**src/rtl/mem_port_arbiter.sv**
```systemverilog
// Shares one memory bus between instruction fetch and MEM stage, one transaction in flight.
// Define YSYX_22040931_ARB_STARVE_EN to stop data requests from starving fetch.
module mem_port_arbiter #(
  parameter int ADDR_W       = 64,
  parameter int DATA_W       = 64,
  parameter int STARVE_LIMIT = 4
) (
  input  logic                clock,
  input  logic                reset,
  input  logic                if_req_valid,
  output logic                if_req_ready,
  input  logic [ADDR_W-1:0]   if_req_addr,
  input  logic                if_flush,
  output logic                if_rsp_valid,
  output logic [31:0]         if_rsp_instr,
  input  logic                mem_req_valid,
  output logic                mem_req_ready,
  input  logic                mem_req_wr,
  input  logic [ADDR_W-1:0]   mem_req_addr,
  input  logic [DATA_W-1:0]   mem_req_wdata,
  input  logic [DATA_W/8-1:0] mem_req_wmask,
  output logic                mem_rsp_valid,
  output logic [DATA_W-1:0]   mem_rsp_data,
  output logic                bus_req_valid,
  input  logic                bus_req_ready,
  output logic                bus_req_wr,
  output logic [ADDR_W-1:0]   bus_req_addr,
  output logic [DATA_W-1:0]   bus_req_wdata,
  output logic [DATA_W/8-1:0] bus_req_wmask,
  input  logic                bus_rsp_valid,
  input  logic [DATA_W-1:0]   bus_rsp_data,
  output logic [1:0]          owner
);

  typedef enum logic [1:0] {
    S_IDLE = 2'd0,
    S_REQ  = 2'd1,
    S_RSP  = 2'd2
  } state_t;

  localparam logic [1:0] OWN_NONE = 2'b00;
  localparam logic [1:0] OWN_IF   = 2'b01;
  localparam logic [1:0] OWN_MEM  = 2'b10;

  state_t                r_state;
  state_t                w_state_next;
  logic [1:0]            r_owner;
  logic                  r_drop;
  logic                  r_bus_wr;
  logic [ADDR_W-1:0]     r_bus_addr;
  logic [DATA_W-1:0]     r_bus_wdata;
  logic [DATA_W/8-1:0]   r_bus_wmask;
  logic                  r_if_rsp_valid;
  logic [31:0]           r_if_rsp_instr;
  logic                  r_mem_rsp_valid;
  logic [DATA_W-1:0]     r_mem_rsp_data;

  logic                  w_idle;
  logic                  w_force_if;
  logic                  w_grant_if;
  logic                  w_grant_mem;
  logic                  w_drop_now;
  logic                  w_rsp_done;

  assign w_idle      = (r_state == S_IDLE);
  assign w_grant_mem = w_idle & mem_req_valid & ~w_force_if;
  assign w_grant_if  = w_idle & if_req_valid & (~mem_req_valid | w_force_if);
  assign w_rsp_done  = (r_state == S_RSP) & bus_rsp_valid;
  // A flush arriving together with the bus response still suppresses it.
  assign w_drop_now  = r_drop | (if_flush & ~w_idle & (r_owner == OWN_IF));

`ifdef YSYX_22040931_ARB_STARVE_EN
  localparam logic [2:0] LP_STARVE_LIMIT = 3'(STARVE_LIMIT);
  logic [2:0] r_starve_cnt;

  assign w_force_if = (r_starve_cnt == LP_STARVE_LIMIT) & if_req_valid & mem_req_valid;

  always_ff @(posedge clock) begin
    if (!reset) begin
      r_starve_cnt <= 3'd0;
    end else if (w_grant_if) begin
      r_starve_cnt <= 3'd0;
    end else if (w_grant_mem) begin
      if (!if_req_valid) begin
        r_starve_cnt <= 3'd0;
      end else if (r_starve_cnt != 3'd7) begin
        r_starve_cnt <= r_starve_cnt + 3'd1;
      end
    end
  end
`else
  logic w_unused_starve_cfg;
  assign w_unused_starve_cfg = (STARVE_LIMIT == 0);
  assign w_force_if          = 1'b0;
`endif

  always_ff @(posedge clock) begin
    if (!reset) begin
      r_state <= S_IDLE;
    end else begin
      r_state <= w_state_next;
    end
  end

  always_comb begin
    w_state_next  = r_state;
    bus_req_valid = 1'b0;
    mem_req_ready = 1'b0;
    if_req_ready  = 1'b0;
    unique case (r_state)
      S_IDLE: begin
        mem_req_ready = w_grant_mem;
        if_req_ready  = w_grant_if;
        if (w_grant_mem || w_grant_if) begin
          w_state_next = S_REQ;
        end
      end
      S_REQ: begin
        bus_req_valid = 1'b1;
        if (bus_req_ready) begin
          w_state_next = S_RSP;
        end
      end
      S_RSP: begin
        if (bus_rsp_valid) begin
          w_state_next = S_IDLE;
        end
      end
      default: w_state_next = S_IDLE;
    endcase
  end

  always_ff @(posedge clock) begin
    if (!reset) begin
      r_owner         <= OWN_NONE;
      r_drop          <= 1'b0;
      r_bus_wr        <= 1'b0;
      r_bus_addr      <= '0;
      r_bus_wdata     <= '0;
      r_bus_wmask     <= '0;
      r_if_rsp_valid  <= 1'b0;
      r_if_rsp_instr  <= 32'd0;
      r_mem_rsp_valid <= 1'b0;
      r_mem_rsp_data  <= '0;
    end else begin
      r_if_rsp_valid  <= 1'b0;
      r_mem_rsp_valid <= 1'b0;
      if (w_grant_mem) begin
        r_owner     <= OWN_MEM;
        r_bus_wr    <= mem_req_wr;
        r_bus_addr  <= mem_req_addr;
        r_bus_wdata <= mem_req_wdata;
        r_bus_wmask <= mem_req_wmask;
      end else if (w_grant_if) begin
        r_owner     <= OWN_IF;
        r_bus_wr    <= 1'b0;
        r_bus_addr  <= if_req_addr;
        r_bus_wdata <= '0;
        r_bus_wmask <= '0;
      end
      if (!w_idle) begin
        r_drop <= w_drop_now;
      end
      if (w_rsp_done) begin
        r_owner <= OWN_NONE;
        r_drop  <= 1'b0;
        if (r_owner == OWN_IF) begin
          if (!w_drop_now) begin
            r_if_rsp_valid <= 1'b1;
            r_if_rsp_instr <= r_bus_addr[2] ? bus_rsp_data[63:32] : bus_rsp_data[31:0];
          end
        end else if (r_owner == OWN_MEM) begin
          r_mem_rsp_valid <= 1'b1;
          r_mem_rsp_data  <= r_bus_wr ? '0 : bus_rsp_data;
        end
      end
    end
  end

  assign if_rsp_valid  = r_if_rsp_valid;
  assign if_rsp_instr  = r_if_rsp_instr;
  assign mem_rsp_valid = r_mem_rsp_valid;
  assign mem_rsp_data  = r_mem_rsp_data;
  assign bus_req_wr    = r_bus_wr;
  assign bus_req_addr  = r_bus_addr;
  assign bus_req_wdata = r_bus_wdata;
  assign bus_req_wmask = r_bus_wmask;
  assign owner         = r_owner;

endmodule

```
**config.mk**
```make
export PLATFORM = sky130hd
export DESIGN_NAME = mem_port_arbiter
export DESIGN_NICKNAME = d
export VERILOG_FILES = /design/src/rtl/mem_port_arbiter.sv
export SDC_FILE = /design/constraint.sdc
export NUM_CORES = 1
export LEC_CHECK = 0
export CAP_MARGIN = 10
export CELL_PAD_IN_SITES_DETAIL_PLACEMENT = 2
export CELL_PAD_IN_SITES_GLOBAL_PLACEMENT = 2
export CORE_AREA = 5 5 195 197
export CTS_CLUSTER_DIAMETER = 30
export DETAILED_ROUTE_END_ITERATION = 8
export DIE_AREA = 0 0 200 202
export DONT_BUFFER_PORTS = 1
export PLACE_DENSITY_LB_ADDON = 0.1
export SYNTH_ARGS = -nofsm -noshare
export SYNTH_HDL_FRONTEND = slang
export SYNTH_SLANG_ARGS = --single-unit
```
**constraint.sdc**
```tcl
create_clock -name clock -period 3.85 [get_ports clock]
set_clock_uncertainty 0.1 [all_clocks]
set_input_delay 0.77 -clock clock [delete_from_list [all_inputs] [get_ports clock]]
set_output_delay 0.77 -clock clock [all_outputs]
set_load 0.005 [all_outputs]
```
==> impl_metrics.csv, run 1 <==
group,metric,value,unit
run_status,status,"complete, no violations",
synth,netlist_top_cells_area,"dfxtp_1, mux2i_1, o221a_1, a21boi_1, nand2_1",
synth,ys.flop_type,"dfxtp_1",
timing,fmaxAchievable,389.9,MHz
detailed_routing,detail-route-antenna-nets,0,
clocking,clk_pin_slew,40,ps
setup_path,max_stage_delay,420,ps
clocking,cts_setup_buffers,0,
floorplan,start_util,29.52,%
clocking,ctsResizeCount,0,
setup_path,slowest_stage,"or3b_1",
timing,finalCritPeriodShare,66.62,%
detailed_routing,wl,42610,um
global_route,use_met3,10.37,%
detailed_routing,drt_iter0_drc,303,
global_route,grt-busiest-layer,"met2",
clocking,postCtsHoldBufs,0,
floorplan,die_area,40400,um^2
setup_path,reg2reg_slack,1330,ps
timing,setup_tns,0,ps
clocking,h-tree-depth,3,
global_route,grt_use_met1,20.58,%
synth,synth_top_cell_by_area,"dfxtp_1",
floorplan,core_area,36080,um^2
setup_path,required,2980,ps
timing,max_slew_margin,41.98,%
global_route,grt_pass1_wl,61700,um
timing,hold_viol_final,0,
setup_path,cp_cell_sequence,"or3b_1 -> nor2_1",
flow_run,cap_violations,0,
global_route,grt-ovfl-total,0,
placement,post-dp-hpwl,29180,um
power_and_ir_drop,ir_worst_vdd,320.3,uV
floorplan,dieHeight,202,um
floorplan,rows,70,
synth,synth_fp_nets,1424,
finish,layout-drive-gt1-share,10.91,%
synth,ys_seq_area_share,45.11,%
placement,gp_congestion,0.7689,
timing,rsz0062_at_grt,"false",
worst_hold_path,hold_class,"in2reg",
setup_path,cp-end-kind,"output pin",
setup_path,crit_fanout,7,
synth,synthCells,1152,
global_route,grt_util_all_layers,19.87,%
detailed_routing,drt-vias-per-instance,5.355,
synth,synth_cell_type_count,32,
power_and_ir_drop,p_leak,0.005177,uW
timing,period_minus_slack,2565,ps
placement,place_inst,1509,
synth,syn_area,10650,um^2
synth,ys_ff_latch,240,
timing,finalSetupViolCount,0,
setup_path,arrival,1690,ps
synth,synth_top_area_share,45.11,%
synth,synthMostInstantiatedCell,"dfxtp_1",
synth,synthArstFlopShare,0,%
finish,final_nets,1384,
finish,syn2layout_area_growth,22.94,%
clocking,clkLatencyLatePin,540,ps
placement,portBuffers,0,
global_route,grt_max_degree,304,
synth,netlist_top_cells_count,"dfxtp_1, nand2_1, mux2i_1",
global_route,grt_pass1_vias,9519,
timing,slew_viol_final,0,
clocking,cts_tree,"done",
setup_path,cp-start-kind,"register",
clocking,numCtsBuffers,69,
detailed_routing,drt-pass1-iter-count,4,
timing,worstMarginPinSlew,870.2,ps
detailed_routing,via_count,8745,
clocking,cts_buffer_depth,3,
setup_path,critical_path_class,"reg2out",
synth,synth_edf_count,0,
global_route,grt_use_met2,34.24,%
synth,yosysWarningCount,0,
synth,synth.avg_cell_area,9.246,um^2
floorplan,ios,512,
clocking,clockRootBuffer,"clkbuf_16",
detailed_routing,drt-wirelength-per-cell,26.09,um
power_and_ir_drop,powerDensity,673.3,nW/um^2
floorplan,die_w,200,um
clocking,clkSinkCount,240,
global_route,antenna_found_initial,2,
detailed_routing,post-route-drc-count,0,
finish,instances_no_fill,1633,
final timing paths:
check | to | startpoint | cells after the start
setup / recovery | if_req_ready | r_state[1]$_SDFFE_PN0P_ | 2
hold / removal | bus_req_wdata[24]$_SDFFE_PN0P_ | mem_req_wdata[24] | 2
setup reg to reg | bus_req_wdata[45]$_SDFFE_PN0P_ | r_state[1]$_SDFFE_PN0P_ | 4
hold reg to reg | mem_rsp_data[16]$_SDFFE_PN0P_ | mem_rsp_data[16]$_SDFFE_PN0P_ | 2
power by group:
| part | switching, uW | leakage [uW] | total [uW] | internal [uW] |
|---|---|---|---|---|
| sequential | 158 | 0.00196 | 2790 | 2630 |
| clock | 1620 | 0.00112 | 5500 | 3880 |
| combinational | 296 | 0.00209 | 530 | 234 |
area by class of cell:
class,instances,area (um^2)
Fill cell,3928,22990
Multi-Input combinational cell,726,5072
Sequential cell,240,4806
Clock buffer,98,1987
Tap cell,468,585.6
Clock inverter,25,281.5
Inverter,64,240.2
Timing Repair Buffer,11,120.1
Antenna cell,1,2.502
logic make-up after synthesis:
group / count (synthesis) / synth area share, %
DFF: 240 / 45.11
AOI/OAI and AO/OA: 311 / 21.73
and+or+nand+nor: 319 / 16.62
muxes: 96 / 9.021
buffers and inverters: 186 / 7.518
worst max-delay path, delay by kind of cell, from the launching register on:
| family | cells | cell delay, ps |
|---|---|---|
| flops | 1 | 360 |
| simple gates | 2 | 800 |
registers in the layout (all words and copies together), names as in the netlist:
signal	count
bus_req_addr	64
bus_req_wdata	64
mem_rsp_data	64
if_rsp_instr	32
bus_req_wmask	8
owner	2
r_state	2
bus_req_wr	1
if_rsp_valid	1
mem_rsp_valid	1
r_drop	1
cell usage in the layout (no fill, tap or decap), types with 13 or more instances in the layout:
cell type / instances
clkbuf_8: 13
o221a_1: 63
a21oi_1: 63
clkinv_2: 13
nor3b_1: 60
inv_1: 64
mux2i_1: 96
clkbuf_16: 70
clkbuf_1: 15
nand2_1: 139
nand3_1: 32
dfxtp_1: 239
a21boi_1: 73
nand3b_1: 64
o211a_1: 32
o21ai_1: 73
metal layers:
layer	vias up	share of wire, %
li1	4015	-
met3	54	12
met5	-	0.031
met1	4315	36
met4	2	2.5
met2	359	49
per-stage QoR:
stage	cell area [um^2]	util (%)	power [uW]	hold slack (ps)	setup WS, ps
after floorplan	10650	-	3249	351.1	1502
after global placement	10820	30.00	3366	368.0	1351
after detailed placement	10820	30.00	3376	377.3	1323
after CTS	13090	36.28	8973	218.1	1204
after global routing	13100	36.29	9177	233.0	1121
final	13100	36.29	8817	257.2	1285
No activity file was read; power rests on OpenSTA's default activity.
==> inputs of run 2 (changes only) <==
Settings changed: CORE_AREA 5 5 195 197 to 5 5 194 196, DIE_AREA 0 0 200 202 to 0 0 199 201.
Clock period 3.85 ns to 2.3 ns, I/O delays scaled along.
==> run 2 against run 1 <==
  * Wire length rose by 20%
  * Cell count rose by 16%
  * Power rose by 80%
  * Core utilization rose by 7.7 points
  * Critical path type is now reg2reg
  * Final area rose by 21%
  * Largest cell class unchanged
  * Global-route usage rose by 4.4 points
  * Largest power group unchanged
  * Register-to-register slack got worse by 1300 ps
  * Count of clock-buffer cells in the layout rose by 9
==> impl_metrics.csv, run 2 (synthesized netlist as in run 1, its figures left out) <==
group,metric,value,unit
power_and_ir_drop,p_leak,0.006434,uW
timing,setup_tns,0,ps
clocking,clkLatencyLatePin,550,ps
global_route,grt_pass1_wl,75040,um
floorplan,die_w,199,um
finish,syn2layout_area_growth,48.44,%
power_and_ir_drop,p_switching,3832,uW
setup_path,cp_cell_sequence,"nor4b_4 -> buf_6 -> nand3_1 -> o211a_1 -> dlygate4sd3_1",
placement,pre_cts_ws,508.3,ps
clocking,clk_pin_slew,40,ps
global_route,grt_max_degree,130,
clocking,cts_setup_buffers,0,
power_and_ir_drop,pwr-share-comb,8.8,%
flow_run,cap_violations,0,
timing,period_minus_slack,2276,ps
finish,final_nets,1630,
finish,layout-drive-gt1-share,10.39,%
setup_path,crit_fanout,33,
setup_path,max_stage_delay,580,ps
setup_path,cp-end-kind,"register",
run_status,status,"complete, no violations",
detailed_routing,drt-pass1-iter-count,4,
detailed_routing,post-route-drc-count,0,
power_and_ir_drop,ir_worst_vdd,456.1,uV
power_and_ir_drop,powerDensity,1006,nW/um^2
global_route,antenna_found_initial,6,
power_and_ir_drop,p_clk_share,61.9,%
detailed_routing,drt_iter0_drc,336,
worst_hold_path,hold_class,"in2reg",
finish,layout_common_cells,"dfxtp_1, dlygate4sd3_1, nand2_1",
timing,max_slew_margin,44.04,%
setup_path,cp-start-kind,"register",
timing,fmaxAchievable,439.4,MHz
setup_path,slowest_stage,"dlygate4sd3_1",
floorplan,core_area,35910,um^2
clocking,h-tree-depth,3,
placement,post-dp-hpwl,28960,um
floorplan,dieHeight,201,um
floorplan,die_area,40000,um^2
placement,portBuffers,0,
detailed_routing,wl,51140,um
power_and_ir_drop,power_frac_seq,29.4,%
floorplan,rows,70,
timing,worstMarginPinSlew,836.6,ps
setup_path,crit_family,"buffers and inverters",
clocking,cts_tree,"done",
detailed_routing,drt-wirelength-per-cell,27.09,um
timing,finalSetupViolCount,0,
setup_path,critical_path_class,"reg2reg",
timing,hold_viol_final,0,
global_route,grt_pass1_vias,11430,
global_route,grt_util_all_layers,24.32,%
clocking,numCtsBuffers,71,
floorplan,start_util,29.66,%
detailed_routing,drt-vias-per-instance,5.347,
clocking,clockRootBuffer,"clkbuf_16",
timing,setup_slack,24.22,ps
placement,gp_congestion,0.7485,
timing,hold_ws,31.29,ps
setup_path,required,2630,ps
timing,slew_viol_final,0,
power_and_ir_drop,intPower,12070,uW
timing,finalCritPeriodShare,98.95,%
detailed_routing,via_count,10100,
floorplan,ios,512,
timing,rsz0062_at_grt,"true",
detailed_routing,detail-route-antenna-nets,0,
clocking,clkSinkCount,240,
setup_path,arrival,2600,ps
power_and_ir_drop,p_sw_share,24.11,%
setup_path,critPathBufInv,2,
global_route,grt-ovfl-total,0,
clocking,cts_buffer_depth,3,
==> run 2: layout make-up <==
type | instances | area (um^2)
inverters | 64 | 240.2
fillers | 3740 | 20100
diodes | 5 | 12.51
well taps | 468 | 585.6
repair buffers | 255 | 2668
clock inverters | 23 | 226.5
multi-input cells | 726 | 5074
clock buffers | 107 | 2197
flip-flops and latches | 240 | 4808
==> run 2: timing repair <==
action                     4_1_cts  5_1_grt
hold endpoints to repair       230        0
resized for setup                0        5
hold buffers                   239        0
setup endpoints to repair        0       43
==> run 2: routing by layer <==
layer / GRT usage [%] / routed length (um) / vias up
li1: - / - / 4522
met1: 25.71 / 18450 / 4990
met2: 41.58 / 25190 / 453
met3: 10.71 / 5346 / 128
met4: 10.97 / 2147 / 2
met5: 0 / 11 / -
==> run 2: worst paths after layout <==
path,startpoint,end,slack [ps],depth (start not counted)
worst max-delay path,owner[0]$_SDFFE_PP0P_,if_rsp_instr[24]$_SDFFE_PN0P_,20,5
worst min-delay path,bus_rsp_data[4],mem_rsp_data[4]$_SDFFE_PN0P_,30,2
worst max register to register,owner[0]$_SDFFE_PP0P_,if_rsp_instr[24]$_SDFFE_PN0P_,20,5
worst min register to register,mem_rsp_data[38]$_SDFFE_PN0P_,mem_rsp_data[38]$_SDFFE_PN0P_,390,2
==> run 2: stage by stage <==
step | power (uW) | std cells | area (um^2) | util [%]
6_report | 15900 | 1888 | 15810 | 44.03
5_1_grt | 16480 | 1888 | 15810 | 44.03
4_1_cts | 15990 | 1882 | 15760 | 43.88
3_5_place_dp | 5683 | 1513 | 10910 | 30.37
3_3_place_gp | 5664 | 1513 | 10910 | 30.37
2_1_floorplan | 5438 | 1152 | 10650 | -
==> run 2: power by group through the flow <==
stage	Sequential (uW)	Clock, uW	Combinational (uW)
finish	4670	9840	1390
global route	4690	10300	1510
CTS	4680	9950	1370
detailed placement	4750	0	936
global placement	4740	0	920
floorplan	4610	0	830
==> run 2: worst register-to-register path: stages (launching register included) <==
cell and delay, ps:
dfxtp_1 500, nor4b_4 290, buf_6 320, nand3_1 200, o211a_1 170, dlygate4sd3_1 580
